File: src/rtl/alu_issue_fsm.sv
// alu_issue_fsm: multi-cycle issue/sequencing controller driving the KGP_RISC ALU.
// Optional macro ALU_ISSUE_ILLEGAL_TRAP_EN: an illegal instruction enters a sticky TRAP state left only by rst.
module alu_issue_fsm (
    input  logic        clk,
    input  logic        rst,
    input  logic [31:0] instr,
    input  logic        instr_valid,
    output logic        instr_ready,
    output logic [4:0]  rs_addr,
    output logic [4:0]  rt_addr,
    input  logic [31:0] rs_data,
    input  logic [31:0] rt_data,
    output logic [2:0]  alu_opcode,
    output logic [3:0]  alu_fcode,
    output logic [31:0] alu_in1,
    output logic [31:0] alu_in2,
    input  logic [31:0] alu_out,
    input  logic        alu_carry,
    input  logic        alu_zero,
    input  logic        alu_sign,
    output logic        wb_en,
    output logic [4:0]  wb_addr,
    output logic [31:0] wb_data,
    output logic [2:0]  flags,
    output logic        branch_taken,
    output logic [15:0] branch_offset,
    output logic        illegal,
    output logic        trap
);
`ifdef ALU_ISSUE_ILLEGAL_TRAP_EN
    typedef enum logic [2:0] {IDLE, DECODE, EXEC, WB, TRAP} state_t;
`else
    typedef enum logic [2:0] {IDLE, DECODE, EXEC, WB} state_t;
`endif
    state_t      state_q;
    logic [31:0] instr_q;
    logic        legal_d;
    logic [31:0] in2_d;
    logic [2:0]  op_q;
    logic [3:0]  fc_q;
    logic [15:0] imm_q;
    logic        shift_q;
    logic        wb_en_q, br_q, illegal_q, trap_q;
    logic [4:0]  wb_addr_q;
    logic [31:0] wb_data_q;
    logic [2:0]  flags_q;
    logic [15:0] br_off_q;

    assign op_q        = instr_q[31:29];
    assign fc_q        = instr_q[3:0];
    assign imm_q       = instr_q[19:4];
    assign shift_q     = fc_q == 4'd4 || fc_q == 4'd5 || fc_q == 4'd8;
    assign rs_addr     = instr_q[28:24];
    assign rt_addr     = instr_q[23:19];
    assign instr_ready = state_q == IDLE && !rst;
    assign wb_en         = wb_en_q;
    assign wb_addr       = wb_addr_q;
    assign wb_data       = wb_data_q;
    assign flags         = flags_q;
    assign branch_taken  = br_q;
    assign branch_offset = br_off_q;
    assign illegal       = illegal_q;
`ifdef ALU_ISSUE_ILLEGAL_TRAP_EN
    assign trap = trap_q;
`else
    assign trap = 1'b0;
`endif

    // Legality of the incoming word and operand-2 selection for the latched instruction
    always_comb begin
        legal_d = instr[31:29] == 3'b000 ? instr[3:0] <= 4'd9 :
                  instr[31:29] == 3'b001 ? instr[3:0] <= 4'd1 :
                  instr[31:29] == 3'b101 ? instr[3:0] <= 4'd2 : 1'b0;
        in2_d   = op_q == 3'b001 ? {{16{imm_q[15]}}, imm_q} :
                  op_q == 3'b101 ? 32'd0 :
                  shift_q ? {27'd0, instr_q[18:14]} : rt_data;
    end

    // Issue FSM with all ALU controls and result/decision outputs registered
    always_ff @(posedge clk) begin
        if (rst) begin
            state_q    <= IDLE;
            instr_q    <= '0;
            alu_opcode <= '0;
            alu_fcode  <= '0;
            alu_in1    <= '0;
            alu_in2    <= '0;
            wb_en_q    <= 1'b0;
            br_q       <= 1'b0;
            illegal_q  <= 1'b0;
            trap_q     <= 1'b0;
            flags_q    <= '0;
            wb_addr_q  <= '0;
            wb_data_q  <= '0;
            br_off_q   <= '0;
        end else begin
            wb_en_q   <= 1'b0;
            br_q      <= 1'b0;
            illegal_q <= 1'b0;
            case (state_q)
                IDLE: if (instr_valid) begin
                    instr_q   <= instr;
                    illegal_q <= !legal_d;
`ifdef ALU_ISSUE_ILLEGAL_TRAP_EN
                    trap_q    <= !legal_d;
                    state_q   <= legal_d ? DECODE : TRAP;
`else
                    state_q   <= DECODE;
`endif
                end
                DECODE: if (illegal_q) begin
                    state_q <= IDLE;
                end else begin
                    alu_opcode <= op_q;
                    alu_fcode  <= fc_q;
                    alu_in1    <= rs_data;
                    alu_in2    <= in2_d;
                    state_q    <= EXEC;
                end
                EXEC: begin
                    if (op_q == 3'b101) begin
                        br_q     <= fc_q == 4'd0 ? alu_sign : fc_q == 4'd1 ? alu_zero : !alu_zero;
                        br_off_q <= imm_q;
                    end else begin
                        wb_en_q   <= 1'b1;
                        wb_addr_q <= rs_addr;
                        wb_data_q <= alu_out;
                        flags_q   <= {alu_carry, alu_zero, alu_sign};
                    end
                    state_q <= WB;
                end
`ifdef ALU_ISSUE_ILLEGAL_TRAP_EN
                TRAP: state_q <= TRAP;
`endif
                default: state_q <= IDLE;
            endcase
        end
    end
endmodule

File: config.mk
export PLATFORM = sky130hd
export DESIGN_NAME = alu_issue_fsm
export DESIGN_NICKNAME = d
export VERILOG_FILES = /design/src/rtl/alu_issue_fsm.sv
export SDC_FILE = /design/constraint.sdc
export NUM_CORES = 1
export LEC_CHECK = 0
export ABC_AREA = 1
export CORE_MARGIN = 2
export CORE_UTILIZATION = 37
export CTS_CLUSTER_DIAMETER = 80
export DETAILED_ROUTE_END_ITERATION = 8
export PLACE_DENSITY_LB_ADDON = 0.2
export RECOVER_POWER = 25
export SETUP_SLACK_MARGIN = 0.15
export SLEW_MARGIN = 20
export SYNTH_ARGS = -nofsm -noshare
export SYNTH_HDL_FRONTEND = slang
export SYNTH_SLANG_ARGS = --single-unit
File: constraint.sdc
create_clock -name clk -period 1.1 [get_ports clk]
set_input_delay 0.165 -clock clk [delete_from_list [all_inputs] [get_ports clk]]
set_output_delay 0.165 -clock clk [all_outputs]
set_load 0.01 [all_outputs]
# --- After elaboration in Yosys (flattened, before gate mapping) ---
# Cells that the tools add are included.
op_classes:
  mux: 12
  magnitude_cmp: 3
  eq_ne: 11
  n_bitwise: 5
  reduce_logical: 16
ops:
  columns: ["op", "n"]
  rows:
  - ["two-way mux 32 bit", 3]
  - ["equality test 3 x 1 -> 1 bit, second input constant", 3]
  - ["one-hot mux 3 bit (3 select lines)", 1]
  - ["equality test 4 x 3 -> 1 bit, second input constant", 2]
  - ["AND reduction 2 bit", 4]
  - ["equality test 3 bit, second input constant", 2]
  - ["zero test 3 bit", 2]
  - ["two-way mux 1 bit", 6]
  - ["OR reduction 3 bit", 2]
  - ["inverter 1 bit", 5]
  - ["equality test 4 x 1 -> 1 bit, second input constant", 1]
  - ["equality test 4 bit, second input constant", 1]
  - ["less-or-equal comparator 4 x 1 -> 1 bit, second input constant", 1]
  - ["less-or-equal comparator 4 x 2 -> 1 bit, second input constant", 1]
  - ["less-or-equal comparator 4 bit, second input constant", 1]
  - ["zero test 4 bit", 1]
  - ["equality test 3 x 2 -> 1 bit, second input constant", 1]
  - ["zero test 1 bit", 3]
  - ["two-way mux 3 bit", 1]
  - ["logical OR 1 bit", 2]
  - ["two-way mux 2 bit", 1]
  - ["!= test 2 bit, second input constant", 1]
  - ["OR reduction 2 bit", 1]
  - ["logical AND 1 bit", 1]
totals:
  in_bits: 134
  word_cells: 60
  ff_bits: 165

# --- Depth between registers and ports, before layout ---
# Gate-level depths: netlist (run 1).
logic_depth:
  depth_word: 6
  ltp_mapped: 8
  mapped_depth_nobuf: 7

# --- Worst setup path before layout (run 1) ---
# Ideal clock, no wire load.
synth_path:
  path_type: "reg-to-reg"
  from: "register state_q[1]"
  to: "register wb_data_q[16], in the netlist wb_data[16]"
  t_required_ps: 984
  arrival_ps: 1092
  path_buffers: 2
  stages_incl_launch_ff: 8
  setup_slack_ps: -107
  cell_sequence: "dfxtp_1 -> nand2_2 -> clkinv_1 -> nand2_1 -> buf_6 -> buf_2 -> o21ai_0 -> nor2_1"
synth_via:
  elab_chain_len: 2
synth_lines:
  columns: ["item", "line_no", "text"]
  rows:
  - ["from (decl)", "35", "state_t state_q;"]
  - ["from (signal assigned)", "82", "state_q <= IDLE;"]
  - ["from (signal assigned)", "108", "state_q <= DECODE;"]
  - ["from (signal assigned)", "112", "state_q <= IDLE;"]
  - ["equality test 3 x 2 -> 1 bit", "100", "case (state_q)"]
  - ["AND reduction 2 bit (no source line)", null, null]
  - ["to (signal assigned)", "127", "wb_data_q <= alu_out;"]
  - ["to (decl)", "45", "logic [31:0] wb_data_q;"]
# No other way between the ends.
# A chain may end at the register's enable or synchronous reset.

# --- Final worst setup path (run 1) ---
layout_path:
  from: "register state_q[0]"
  to: "register alu_in2[7]"
layout_via:
  elab_chain_len: 2
layout_lines:
  columns: ["item", "line_no", "text"]
  rows:
  - ["equality test 3 x 1 -> 1 bit", "100", null]
  - ["AND reduction 2 bit (no source line)", null, null]
  - ["to (signal assigned)", "117", "alu_in2 <= in2_d;"]
  - ["to (decl)", "16", "output logic [31:0] alu_in2,"]
# No other way between the ends.

==> qor.json, run 1 <==
{
  "global_route": {
    "grt_max_degree": 29,
    "total_routing_usage_gr_pct": 22.5,
    "number_of_global_route_vias_before_repair": 6156,
    "grt_antenna_before_repair": 1,
    "grt_first_pass_wirelength_um": 31600,
    "gr-total-overflow": 0
  },
  "synth": {
    "synth_compound_area_share_pct": 19.8,
    "syn_std_cell_area_sq_um": 6060,
    "synth_fp_nets": 908,
    "synth_top_cell_by_area": "dfxtp_1",
    "netlist_instances": 774,
    "synth_top_cells_by_area": "dfxtp_1 54%, nor2_1 13%, o21ai_0 13%",
    "synthAdderAreaFrac_pct": 0,
    "synth_top_family_by_area": "compound AO/OA/AOI/OAI gates",
    "post_synth_num_cell_types": 23,
    "synth_top_area_share_pct": 54.2,
    "synth_simple_gate_area_share_pct": 18.5,
    "synth-warning-count": 0,
    "syn_avg_cell_area_sq_um": 7.83,
    "ys_seq_area_share_pct": 54.2,
    "post_synth_xor_area_fraction_pct": 0,
    "synthMuxAreaShare_pct": 0,
    "ys_ff_latch": 164
  },
  "sta": {
    "slew_violations": 0,
    "fmax_ghz": 0.767,
    "grt_setup_unrepaired": "yes",
    "final-setup-viol-count": 163,
    "timing.final.hold_violations": 0,
    "layout_setup_ws_ns": -0.204,
    "finalCriticalPeriod_ns": 1.30,
    "timing.hold.ws_ns": 0.306,
    "fin_crit_sh_pct": 119,
    "fin_skew_ns": 0.00827
  },
  "cells_and_area": {
    "cell_area_after_layout_sq_um": 11300,
    "utilization_pct": 70.6,
    "multiInputGateArea_sq_um": 2810,
    "final_net_count": 1218,
    "num_antenna_cells": 0,
    "regArea_sq_um": 3420,
    "layout.filler_cells": 1212,
    "post_route_cells_drive_above_1_share_pct": 45.5,
    "layout_common_cells": "161 x nor2_1, 149 x buf_6, 133 x clkdlybuf4s50_1, 109 x dfxtp_2, 94 x o21ai_0",
    "layout_commonest_cell": "nor2_1",
    "stdcell_count": 1313,
    "syn2layout_area_growth_pct": 85.6
  },
  "setup_path": {
    "worstSetupStartpointType": "flop",
    "rr_endpoint": "alu_in2[7]$_SDFFE_PP0P_",
    "worst_ep_required_time_ns": 1.41,
    "crit_path_end_kind": "flop",
    "path_class": "reg -> reg",
    "worstReg2RegStart": "state_q[0]$_SDFFE_PP0P_",
    "cp_data_arrival_time_ns": 1.61,
    "critical_path.cell_chain": "inv_4 > nor3_4 > buf_6 > inv_4 > buf_6 > a21oi_2 > a21oi_2",
    "setup.reg_to_reg.worst_slack_ns": -0.20,
    "critical-path-top-delay-family": "buffers and inverters",
    "crit_path_max_fanout": 10,
    "slowest_delay_ns": 0.35,
    "worst-path-buf-inv": 4,
    "ff2ff_path_depth": 7,
    "crit_slowest_cell": "dfxtp_2",
    "crit_path_start": "state_q[0]$_SDFFE_PP0P_"
  },
  "drt": {
    "top_signal_layer_used": "met5",
    "routed-via-count": 6335,
    "drtPass1Iterations": 4,
    "routedWlPerCell_um": 16.0,
    "dr_wl_met3_um": 1600,
    "wl_met1_um": 8540,
    "drc_violation_count_after_routing": 0,
    "routed_wl_um": 21000,
    "wl_met2_um": 10400,
    "detail_route.iter0.violations": 307,
    "avgViaCountPerCell": 4.82,
    "antenna_left": 0
  },
  "floorplanning": {
    "die_height_um": 132,
    "top_level_ports": 276,
    "floorplan.rows": 46,
    "design.core.area_sq_um": 15900,
    "initial_utilization_pct": 38.0,
    "die_width_um": 132,
    "die-area_sq_um": 17400
  },
  "placed_design": {
    "placedInstanceArea_sq_um": 9390,
    "place.detailed.hpwl_um": 13800,
    "port-buffer-count": 274,
    "globalplace.congestion": 0.799,
    "post_placement_cell_count": 1257
  },
  "clock_tree": {
    "cts-root-buf": "clkbuf_16",
    "clk_pin_slew_ns": 0.07,
    "worstSkewPairLatency_ns": 0.42,
    "tritoncts": "built",
    "clock_path_buffers": 2,
    "cts_hold_buf": 0,
    "clock-sinks": 164,
    "cts_made_buffers": 17,
    "cts-htree-levels": 4
  },
  "pwr": {
    "power_density_nw_per_um2": 1530,
    "intPower_w": 0.0125,
    "total_leakage_power_nw": 4.73,
    "switching_power_w": 0.00467,
    "p_sw_share_pct": 27.2,
    "clock_power_share_pct": 37.7,
    "seq_power_share_pct": 40.0,
    "maximum_vdd_drop_uv": 1010,
    "post-layout-total-power_w": 0.0172,
    "p_comb_share_pct": 22.3
  },
  "min_path": {
    "timing.hold.worst_endpoint": "alu_in2[17]$_SDFFE_PP0P_",
    "class_of_the_worst_hold_path": "in -> reg",
    "worst_hold_startpoint": "rt_data[17]",
    "holdPathStages": 3
  },
  "status": {
    "violations": "setup timing",
    "run_status": "finished, violations left"
  },
  "flow_run": {
    "cap_viol_max_count": 0
  }
}
-- cells by family after synthesis --
family,count (synthesis)
simple gates,279
compound gates,237
flops,164
buf+inv,93
other cells,1
-- registers in the layout, summed over array words and instances, names as in the netlist --
name           flops
alu_in1           32
alu_in2           32
instr_q           32
wb_data           32
branch_offset     16
wb_addr            5
alu_fcode          4
alu_opcode         3
flags              3
state_q            2
branch_taken       1
illegal            1
wb_en              1
-- power groups by stage --
stage	Combinational (W)	Clock [W]	Sequential, W
6_report	0.00382	0.00647	0.00687
3_3_place_gp	0.00316	0	0.00679
5_1_grt	0.00411	0.00683	0.00693
3_5_place_dp	0.00319	0	0.00680
4_1_cts	0.00347	0.00657	0.00683
2_1_floorplan	0.00126	0	0.00696
-- layer usage --
layer  vias up  track usage (%)
met4         2             7.07
met5         -                0
met3        38             8.38
met2       222             38.4
met1      2898             26.3
li1       3175                -
-- worst max-delay path by stage --
stage,end,depth (start not counted)
5_1_grt,alu_in2[7]$_SDFFE_PP0P_,6
4_1_cts,instr_ready,3
2_1_floorplan,alu_in2[21]$_SDFFE_PP0P_,5
6_report,alu_in2[7]$_SDFFE_PP0P_,7
3_5_place_dp,instr_ready,5
3_3_place_gp,instr_ready,5
-- through the flow --
step / setup TNS [ns] / setup WS [ns]
6_report: -20.82 / -0.204
3_5_place_dp: -46.93 / -0.458
2_1_floorplan: -1.76 / -0.0789
3_3_place_gp: -45.87 / -0.453
5_1_grt: -33.88 / -0.280
4_1_cts: -19.47 / -0.195
-- synthesized netlist by cell type --
cell	count
o21ai_2	1
o21ai_0	160
a21oi_1	74
nor3_1	2
buf_1	2
nand2_2	1
o21ai_1	1
buf_2	13
conb_1	1
dfxtp_1	164
clkinv_1	1
nor2_2	4
nand3_1	39
buf_4	18
clkbuf_2	1
inv_2	2
buf_6	2
a21oi_4	1
nor2_1	216
nand2_1	16
nor3_4	1
clkbuf_1	30
inv_1	24
-- worst reg2reg max path, delay by kind of cell, from the launching register on --
family / cells / cell delay (ns)
AOI/OAI and AO/OA: 2 / 0.23
DFF: 1 / 0.35
buffers and inverters: 4 / 0.39
and+or+nand+nor: 1 / 0.22
-- what timing repair did --
item	4_1_cts	5_1_grt
setup buffers	7	5
endpoints found under the setup margin	303	304
gates resized for setup	902	146
gates cloned	5	7
pin swaps	11	21
endpoints found under the hold margin	0	0
-- area by class of cell --
type,count,share of cell area (%)
Tap cell,216,2.40
Sequential cell,164,30.4
Timing Repair inverter,1,0.0667
Clock buffer,17,3.78
Timing Repair Buffer,356,35.3
Inverter,27,1.16
Clock inverter,15,1.90
Multi-Input combinational cell,517,25.0
(Power assumes the default switching activity.)
==> inputs of run 2 (changes only) <==
--- a/config.mk
+++ b/config.mk
@@ -5,7 +5,6 @@
 export SDC_FILE = /design/constraint.sdc
 export NUM_CORES = 1
 export LEC_CHECK = 0
-export ABC_AREA = 1
 export CORE_MARGIN = 2
 export CORE_UTILIZATION = 37
 export CTS_CLUSTER_DIAMETER = 80
==> run 2 against run 1 <==
The flow still finishes with violations (setup timing). Die area is essentially flat. Sequential cell count is the same. Clock skew rose by 0.00060 ns. Via count grew 8.4%. Largest power group unchanged. Sequential share of layout area fell by 2.7 points. Clock power shrank 3%. Area after synthesis is essentially flat. Global-route usage rose by 1.2 points. Wire length grew 21%. Combinational power is 6.5% higher. Largest cell class unchanged.
==> qor.json, run 2 <==
{
  "clock_tree": {
    "clock-sinks": 164,
    "clock_path_buffers": 2,
    "cts-htree-levels": 4,
    "worstSkewPairLatency_ns": 0.42,
    "cts_hold_buf": 0,
    "cts_made_buffers": 17,
    "cts-root-buf": "clkbuf_16",
    "clk_pin_slew_ns": 0.07,
    "tritoncts": "built"
  },
  "global_route": {
    "gr-total-overflow": 0,
    "grt.met2_usage_pct": 40.5,
    "grt_max_degree": 53,
    "number_of_global_route_vias_before_repair": 6306,
    "total_routing_usage_gr_pct": 23.7,
    "busiest_layer": "met2",
    "grt_antenna_before_repair": 0,
    "grtUsageMet1_pct": 28.6,
    "grt_first_pass_wirelength_um": 33000,
    "use_met3_pct": 7.00
  },
  "pwr": {
    "seq_power_share_pct": 38.9,
    "power_density_nw_per_um2": 1360,
    "maximum_vdd_drop_uv": 1120,
    "total_leakage_power_nw": 5.12,
    "clock_power_share_pct": 37.0,
    "p_sw_share_pct": 27.2,
    "switching_power_w": 0.00460,
    "intPower_w": 0.0123,
    "p_comb_share_pct": 24.0
  },
  "cells_and_area": {
    "final_net_count": 1244,
    "layout_commonest_cell": "nand2_1",
    "stdcell_count": 1339,
    "num_antenna_cells": 0,
    "layout_common_cells": "175 x nand2_1, 160 x buf_6, 128 x clkdlybuf4s50_1, 121 x dfxtp_2, 82 x a21oi_2",
    "post_route_cells_drive_above_1_share_pct": 56.6,
    "syn2layout_area_growth_pct": 106
  },
  "synth": {
    "synth_simple_gate_area_share_pct": 23.9,
    "syn_avg_cell_area_sq_um": 8.00,
    "synth_top_area_share_pct": 54.2,
    "postSynth.asyncResetShare_pct": 0,
    "ys_seq_area_share_pct": 54.2,
    "synth_fp_nets": 891,
    "synth_compound_area_share_pct": 16.5,
    "synth-warning-count": 0,
    "synthAdderAreaFrac_pct": 0,
    "synth.most_common_cell": "nand2_1",
    "postSynth.topFlopCell": "dfxtp_1",
    "synthMuxAreaShare_pct": 0,
    "post_synth_xor_area_fraction_pct": 0,
    "post_synth_num_cell_types": 35,
    "synth_top_cells_by_area": "dfxtp_1 54%, nand2_1 16%, a21oi_1 13%",
    "edff_count_synth": 0,
    "synth_top_cell_by_area": "dfxtp_1",
    "syn_std_cell_area_sq_um": 6060,
    "yosys-top-cells-count": "256 x nand2_1, 164 x dfxtp_1, 153 x a21oi_1",
    "synth_top_family_by_area": "simple AND/OR/NAND/NOR gates",
    "netlist_instances": 757,
    "ys_ff_latch": 164
  },
  "floorplanning": {
    "floorplan.rows": 46,
    "die_height_um": 132,
    "top_level_ports": 276,
    "initial_utilization_pct": 38.0,
    "design.core.area_sq_um": 15900,
    "die-area_sq_um": 17400,
    "die_width_um": 132
  },
  "sta": {
    "fin_crit_sh_pct": 136,
    "slew_violations": 0,
    "layout_setup_ws_ns": -0.395,
    "setup_tns_ns": -47.61,
    "fmax_ghz": 0.669,
    "fin_skew_ns": 0.00887,
    "tightest_slew_ns": 0.781,
    "timing.final.hold_violations": 0,
    "maxSlewHeadroom_pct": 47.9,
    "grt_setup_unrepaired": "yes",
    "finalCriticalPeriod_ns": 1.49,
    "final-setup-viol-count": 164
  },
  "status": {
    "run_status": "finished, violations left",
    "violations": "setup timing"
  },
  "setup_path": {
    "crit_slowest_cell": "or3b_4",
    "slowest_delay_ns": 0.42,
    "worst-path-buf-inv": 1,
    "critical_path.cell_chain": "or3b_4 > a21o_4 > clkbuf_16 > a21oi_2 > nor3_1",
    "crit_path_max_fanout": 8,
    "worst_ep_required_time_ns": 1.39,
    "crit_path_end_kind": "flop",
    "path_class": "reg -> reg",
    "worstSetupStartpointType": "flop",
    "critical-path-top-delay-family": "simple AND/OR/NAND/NOR gates",
    "cp_data_arrival_time_ns": 1.79
  },
  "placed_design": {
    "place.detailed.hpwl_um": 13600,
    "pre_cts_slack_ns": -0.363,
    "port-buffer-count": 274,
    "post_placement_cell_count": 1245,
    "globalplace.congestion": 0.816
  },
  "min_path": {
    "class_of_the_worst_hold_path": "in -> reg"
  },
  "drt": {
    "routed-via-count": 6868,
    "drtPass1Iterations": 5,
    "drc_violation_count_after_routing": 0,
    "avgViaCountPerCell": 5.13,
    "antenna_left": 0,
    "detail_route.iter0.violations": 335,
    "routedWlPerCell_um": 19.0,
    "routed_wl_um": 25400
  },
  "flow_run": {
    "cap_viol_max_count": 0
  }
}
## run 2: cell types whose count changed after synthesis, moves of 7 or more
| cell | previous run | this run |
|---|---|---|
| nor2_1 | 216 | 37 |
| nor3_1 | 2 | 30 |
| nand3_1 | 39 | 1 |
| a21oi_1 | 74 | 153 |
| a221oi_1 | 0 | 7 |
| nand2_1 | 16 | 256 |
| inv_1 | 24 | 1 |
| o21ai_0 | 160 | 0 |
## run 2: layout make-up
class / instances / area (sq um)
repair buffers: 400 / 4610
well taps: 216 / 270
inverters: 1 / 3.75
clock inverters: 11 / 146
flip-flops and latches: 164 / 3460
multi-input cells: 526 / 3510
clock buffers: 21 / 472
fillers: 1046 / 3470
## run 2: per-layer routing
metal / wire length [um] / vias up
met3: 1500 / 61
met5: 0 / -
met1: 10400 / 3330
met4: 820 / 0
met2: 12600 / 250
li1: - / 3227
## run 2: worst min-delay path, cell delays in order
cell and delay, ns:
dlymetal6s2s_1 0.16, nand2_4 0.08, a21oi_2 0.04
## run 2: repair_timing
| item | CTS | global route |
|---|---|---|
| pin swaps | 32 | 139 |
| gates cloned | 7 | 20 |
| hold endpoints to repair | 0 | 0 |
| endpoints found under the setup margin | 304 | 304 |
| resized for setup | 918 | 236 |
| setup buffers | 8 | 27 |
## run 2: metrics by stage
stage	utilization (%)	hold slack [ns]	cell area, sq um	total power [W]
after CTS	68.8	0.0534	11000	0.0160
after global placement	59.4	0.414	9480	0.00927
after detailed placement	59.4	0.424	9480	0.00929
after global routing	78.2	0.0621	12500	0.0175
after floorplan	-	0.281	6310	0.00782
final	78.2	0.0655	12500	0.0169
## run 2: power by group through the flow
stage	clock (W)	combinational (W)	sequential, W
floorplan	0	0.00109	0.00672
global placement	0	0.00267	0.00660
detailed placement	0	0.00268	0.00661
CTS	0.00634	0.00308	0.00659
global route	0.00660	0.00428	0.00663
finish	0.00627	0.00407	0.00660
## run 2: logic make-up (layout without fill, tap and decap cells)
kind of cell / count (synthesis) / after routing
buffers and inverters: 67 / 433
flip-flops: 164 / 164
AO/OA/AOI/OAI: 180 / 180
other: 1 / 1
AND/OR/NAND/NOR: 345 / 345
## run 2: path summary, 6_finish.rpt
path,cells after the start,from,endpoint,slack [ns]
worst max-delay path,5,state_q[0]$_SDFFE_PP0P_,alu_in2[30]$_SDFFE_PP0P_,-0.39
worst min-delay path,3,instr[0],instr_q[0]$_SDFFE_PP0N_,0.07
worst max register to register,5,state_q[0]$_SDFFE_PP0P_,alu_in2[30]$_SDFFE_PP0P_,-0.39
worst min register to register,1,state_q[0]$_SDFFE_PP0P_,state_q[0]$_SDFFE_PP0P_,0.45
==> inputs of run 3 (changes only) <==
--- a/config.mk
+++ b/config.mk
@@ -5,6 +5,7 @@
 export SDC_FILE = /design/constraint.sdc
 export NUM_CORES = 1
 export LEC_CHECK = 0
+export ABC_CLOCK_PERIOD_IN_PS = 1100
 export CORE_MARGIN = 2
 export CORE_UTILIZATION = 37
 export CTS_CLUSTER_DIAMETER = 80
==> results of run 3 <==
Same layout as run 2: the final DEF is identical, and so are final timing and power.
